--- config.mk ---
export PLATFORM = sky130hd
export DESIGN_NAME = phy_tx_serial
export DESIGN_NICKNAME = d
export VERILOG_FILES = /design/src/rtl/phy_pkg.sv /design/src/rtl/phy_tx_lane.sv /design/src/rtl/phy_tx_serial.sv
export SDC_FILE = /design/constraint.sdc
export NUM_CORES = 1
export LEC_CHECK = 0
export ABC_AREA = 1
export CAP_MARGIN = 20
export CELL_PAD_IN_SITES_DETAIL_PLACEMENT = 0
export CELL_PAD_IN_SITES_GLOBAL_PLACEMENT = 1
export CORE_ASPECT_RATIO = 1.75
export CORE_UTILIZATION = 31
export CTS_BUF_LIST = sky130_fd_sc_hd__clkbuf_16
export CTS_CLUSTER_SIZE = 20
export DETAILED_ROUTE_END_ITERATION = 12
export GPL_ROUTABILITY_DRIVEN = 0
export PLACE_DENSITY = 0.77
export SLEW_MARGIN = 20
export SYNTH_ARGS = -nofsm -noshare
export SYNTH_HDL_FRONTEND = slang
export SYNTH_SLANG_ARGS = --single-unit
--- constraint.sdc ---
create_clock -name clk_8f -period 1.5 [get_ports clk_8f]
set_input_delay 0.15 -clock clk_8f [delete_from_list [all_inputs] [get_ports clk_8f]]
set_output_delay 0.15 -clock clk_8f [all_outputs]
set_load 0.01 [all_outputs]
--- src/rtl/phy_pkg.sv ---
// Shared definitions for the two-lane transmit serializer: byte and
// counter widths, the default comma byte, and the link FSM encoding.
package phy_pkg;

  localparam int unsigned BYTE_W    = 8;
  localparam int unsigned BIT_CNT_W = 3;

  // Comma byte the receiver locks onto; also fills idle slots.
  localparam logic [BYTE_W-1:0] COMMA_DEFAULT = 8'hBC;

  // Link state: INIT sends the comma preamble, ACTIVE carries data.
  typedef enum logic {
    ST_INIT   = 1'b0,
    ST_ACTIVE = 1'b1
  } state_e;

  // Byte that fills a slot: lane data only once the link is up and the
  // upstream byte is valid, otherwise a comma.
  function automatic logic [BYTE_W-1:0] slot_byte(
    input logic              link_up,
    input logic              valid,
    input logic [BYTE_W-1:0] data,
    input logic [BYTE_W-1:0] comma
  );
    return (link_up && valid) ? data : comma;
  endfunction

endpackage : phy_pkg

--- src/rtl/phy_tx_lane.sv ---
// One serializer lane: loads a byte at the slot boundary and shifts it
// out MSB-first through a registered serial output, one bit per clock.
module phy_tx_lane
  import phy_pkg::*;
(
  input  logic              clk_8f,
  input  logic              reset,
  input  logic              clr,
  input  logic              load_slot,
  input  logic [BYTE_W-1:0] byte_in,
  output logic              ser_out
);

  logic [BYTE_W-1:0] shreg;

  // Shift register and output bit: the MSB goes straight to ser_out at the
  // load edge, so the remaining seven bits are parked left-aligned in shreg
  // and slots run back-to-back with no gap bit.
  always_ff @(posedge clk_8f) begin
    // NOTE: sequential state uses non-blocking assignments so every register
    // samples the pre-edge values regardless of statement order.
    if (reset || clr) begin
      shreg   <= '0;
      ser_out <= 1'b0;
    end else if (load_slot) begin
      ser_out <= byte_in[BYTE_W-1];
      shreg   <= {byte_in[BYTE_W-2:0], 1'b0};
    end else begin
      ser_out <= shreg[BYTE_W-1];
      shreg   <= {shreg[BYTE_W-2:0], 1'b0};
    end
  end

endmodule : phy_tx_lane

--- src/rtl/phy_tx_serial.sv ---
// Two-lane transmit serializer. Holds the bit counter that frames byte
// slots, the INIT/ACTIVE link FSM with its comma preamble counter, the
// per-lane data/comma selection and the upstream acknowledge logic.
module phy_tx_serial
  import phy_pkg::*;
#(
  parameter logic [BYTE_W-1:0] COMMA   = COMMA_DEFAULT,
  parameter int unsigned       INIT_BC = 4
) (
  input  logic              clk_8f,
  input  logic              reset,
  input  logic              enable,
  input  logic [BYTE_W-1:0] data_in_0,
  input  logic              valid_in_0,
  input  logic [BYTE_W-1:0] data_in_1,
  input  logic              valid_in_1,
  output logic              load,
  output logic              data_ack_0,
  output logic              data_ack_1,
  output logic              active,
  output logic              out_0,
  output logic              out_1
);

  // Preamble counter only has to reach INIT_BC-1; keep it at least 1 bit.
  localparam int unsigned BC_W = (INIT_BC > 1) ? $clog2(INIT_BC) : 1;
  localparam logic [BC_W-1:0] BC_LAST = BC_W'(INIT_BC - 1);

  logic [BIT_CNT_W-1:0] bit_cnt;
  logic [BC_W-1:0]      bc_cnt;
  state_e               state;
  logic                 boundary;
  logic [BYTE_W-1:0]    nb_0;
  logic [BYTE_W-1:0]    nb_1;

  // The edge seen with bit_cnt==0 is the slot boundary; a disabled link
  // has no boundaries, so load also drops while enable is low.
  assign boundary   = enable && (bit_cnt == '0);
  assign load       = boundary;
  assign active     = (state == ST_ACTIVE);
  assign data_ack_0 = load && active && valid_in_0;
  assign data_ack_1 = load && active && valid_in_1;

  // Bit position within the current slot; wraps 7->0 so slots abut.
  always_ff @(posedge clk_8f) begin
    if (reset || !enable) begin
      bit_cnt <= '0;
    end else begin
      bit_cnt <= bit_cnt + 1'b1;
    end
  end

  // Link FSM: INIT_BC comma slots after reset/enable, then ACTIVE for good.
  always_ff @(posedge clk_8f) begin
    if (reset || !enable) begin
      state  <= ST_INIT;
      bc_cnt <= '0;
    end else if (boundary) begin
      unique case (state)
        ST_INIT: begin
          if (bc_cnt == BC_LAST) begin
            state  <= ST_ACTIVE;
            bc_cnt <= '0;
          end else begin
            bc_cnt <= bc_cnt + 1'b1;
          end
        end
        ST_ACTIVE: begin
          state <= ST_ACTIVE;
        end
        default: begin
          state  <= ST_INIT;
          bc_cnt <= '0;
        end
      endcase
    end
  end

  // Slot byte per lane: data when the link is up and the lane is valid,
  // comma otherwise. Lanes are selected independently.
  always_comb begin
    // NOTE: every combinational output gets a value before any branch, so
    // no path leaves it unassigned and no latch is inferred.
    nb_0 = COMMA;
    nb_1 = COMMA;
    nb_0 = slot_byte(active, valid_in_0, data_in_0, COMMA);
    nb_1 = slot_byte(active, valid_in_1, data_in_1, COMMA);
  end

  phy_tx_lane u_lane_0 (
    .clk_8f    (clk_8f),
    .reset     (reset),
    .clr       (!enable),
    .load_slot (boundary),
    .byte_in   (nb_0),
    .ser_out   (out_0)
  );

  phy_tx_lane u_lane_1 (
    .clk_8f    (clk_8f),
    .reset     (reset),
    .clr       (!enable),
    .load_slot (boundary),
    .byte_in   (nb_1),
    .ser_out   (out_1)
  );

endmodule : phy_tx_serial

==> results.yml, run 1 <==
timing:
  min_period_over_period_pct: 94.1
  fin_crit_ns: 1.41
  layout_setup_ws_ns: 0.0892
  fin_skew_ns: 0.00257
  hold_violations: 0
  fmax_ghz: 0.709
  slew_headroom_pct: 82.6
  setup_violations: 0
  setup_tns_ns: 0
  worstMarginPinSlew_ns: 0.261
  slew_violations: 0
worst_setup_path:
  r2r_cells: 9
  r2r-start: "bit_cnt[0]$_SDFF_PP0_"
  worstSetupStartpointType: "register"
  crit_slowest_cell: "dfxtp_2"
  worst-path-buf-inv: 3
  r2r-end: "u_lane_1.shreg[3]$_SDFF_PP0_"
  cp.required_ns: 1.35
  cpPeakStageDelay_ns: 0.32
  r2r_slack_ns: 0.12
  cp-end-kind: "output port"
  cp_top_family: "flip-flops"
  crit_arrival_ns: 1.26
  critPathMaxFanout: 4
  cp_cell_sequence: "inv_1 -> ha_2 -> nand2_2 -> nor2_4 -> nand2_2 -> inv_1 -> buf_6"
  path_class: "register to output port"
yosys:
  syn_nets: 133
  synthMostInstantiatedCell: "nor2_1"
  synth_cell_type_count: 13
  synth_seq_area_share_pct: 51.7
  synth_flop_cell: "dfxtp_1"
  synth_top_area_share_pct: 51.7
  netlist_area_um2: 852
  yosysTopAreaCell: "dfxtp_1"
  ys_top_cells_by_count: "29 x nor2_1, 22 x dfxtp_1, 14 x nand2_1, 11 x inv_1, 10 x o21ai_0"
  synth.area.top_cells: "dfxtp_1 52%, nor2_1 13%, nand2_1 6.2%"
  synth_edf_count: 0
  async_flop_share_pct: 0
  syn_inst: 109
  yosysWarnings: 0
  avgSynthCellArea_um2: 7.82
  ys_ff_latch: 22
global_routing:
  grt_pass1_vias: 776
  grt_pass1_wl_um: 3110
  grt-ovfl-total: 0
  antenna_found_initial: 0
  grt_usage_pct: 13.4
  grt_max_degree: 12
clock_tree:
  cts_buffers: 3
  path_clk_slew_ns: 0.05
  cts_tree: "done"
  clock_path_buffers: 2
  clk_latency_ns: 0.25
  cts-htree-levels: 1
  cts_root_buf: "clkbuf_16"
  holdBufCountCts: 0
  cts_sinks: 22
cells_and_area:
  n_antenna_cell: 0
  nets: 174
  drive_gt1_share_pct: 18.2
  syn2layout_area_growth_pct: 53.0
  final_util_pct: 51.1
worst_hold_path:
  holdPathStages: 3
  hold_end: "u_lane_0.shreg[1]$_SDFF_PP0_"
  hold_class: "primary input to register"
  min_from: "data_in_0[0]"
route:
  dr_total_vias: 801
  drtIter0Drc: 27
  drc: 0
  routed_wl_um: 1830
  ant_nets: 0
  drtPass1Iterations: 4
  routedWlPerCell_um: 10.5
  vias_per_cell: 4.60
placed_design:
  post-dp-hpwl_um: 1400
  pre_cts_slack_ns: -0.220
  io_buffers: 26
power_and_ir_drop:
  p_per_area_nw_per_um2: 993
  leakage_nw: 0.588
  finalPower_mw: 1.29
  peakVddDrop_v: 0.000658
run:
  drv_cap: 0
floorplan:
  core_area_um2: 2550
  num_io_pins: 27
  rows: 24
  die_w_um: 41.6
  start_util_pct: 33.4
  die_area_um2: 2970
  die_h_um: 71.4
outcome:
  status: "complete, no violations"
cell usage in the layout, fill, tap and decap left out, drive strengths merged:
cell type / instances
a21oi: 6
buf: 16
clkbuf: 3
clkdlybuf4s50: 23
dfxtp: 22
ha: 3
inv: 11
nand2: 16
nand3: 4
nand3b: 2
nor2: 31
o21ai: 10
xnor2: 1
state kept, by name (all words and copies together) (netlist names):
name,cells
u_lane_0.shreg,7
u_lane_1.shreg,7
bit_cnt,3
bc_cnt,2
active,1
u_lane_0.ser_out,1
u_lane_1.ser_out,1
routing by layer:
layer | wire [µm] | track usage [%] | vias up
met5 | 0 | 0 | -
met4 | 31 | 6.45 | 0
met2 | 1040 | 24.5 | 15
li1 | - | - | 419
met3 | 64 | 3.02 | 4
met1 | 692 | 14.2 | 363
worst max-delay path by stage:
stage	to	start	depth (start not counted)	slack [ns]
detailed placement	load	enable	5	-0.22
finish	data_ack_0	bit_cnt[1]$_SDFF_PP0_	7	0.09
CTS	load	bit_cnt[1]$_SDFF_PP0_	6	-0.01
global placement	load	enable	5	-0.22
global route	data_ack_0	bit_cnt[1]$_SDFF_PP0_	7	-0.0004
floorplan	data_ack_0	bit_cnt[0]$_SDFF_PP0_	7	0.35
final cells by class:
class                           count  area [µm²]
Fill cell                         255        1250
Multi-Input combinational cell     73         360
Tap cell                           26        32.5
Clock buffer                        3        75.1
Inverter                           11        41.3
Timing Repair Buffer               39         353
Sequential cell                    22         442
worst reg2reg max path, stage by stage, from the launching register on:
cell and delay [ns]:
dfxtp_1 0.33, inv_1 0.05, ha_2 0.18, nand2_2 0.07
nor2_4 0.06, buf_6 0.12, buf_4 0.12, buf_4 0.13
o21ai_0 0.16, nor2_1 0.05
repair_timing:
item                                   in CTS  in global routing
buffers inserted                            0                  3
setup endpoints to repair                   3                  3
resized for setup                          10                  9
endpoints found under the hold margin       0                  0
pin swaps                                   0                  3
power by group:
| part | internal, mW | leakage [nW] | total, mW | switching [mW] |
|---|---|---|---|---|
| Combinational | 0.0915 | 0.372 | 0.151 | 0.0598 |
| Clock | 0.351 | 0.0370 | 0.534 | 0.183 |
| Sequential | 0.603 | 0.180 | 0.610 | 0.00635 |
through the flow:
| stage | area [µm²] | hold WS, ns | cells |
|---|---|---|---|
| 5_1_grt | 1300 | 0.460 | 174 |
| 6_report | 1300 | 0.435 | 174 |
| 2_1_floorplan | 852 | 0.276 | 109 |
| 3_3_place_gp | 1200 | 0.440 | 168 |
| 3_5_place_dp | 1200 | 0.446 | 168 |
| 4_1_cts | 1280 | 0.433 | 171 |
cell families (layout without fill, tap and decap cells):
family / count (synthesis) / in the layout / synth area share (%)
simple gates: 53 / 53 / 26.0
flops: 22 / 22 / 51.7
compound gates: 16 / 16 / 9.40
buf+inv: 14 / 53 / 7.49
fa+ha+maj: 3 / 3 / 4.41
xor+xnor: 1 / 1 / 1.03
No activity file was read; power rests on OpenSTA's default activity.
==> run 2: changes to the inputs <==
- SLEW_MARGIN: 20 -> 25
==> results of run 2 <==
The final DEF is identical to that of run 1; final timing and power are the same.
==> run 3: changes to the inputs <==
- CORE_MARGIN: unset -> 1
==> results of run 3 <==
The final DEF is identical to that of run 1; final timing and power are the same.
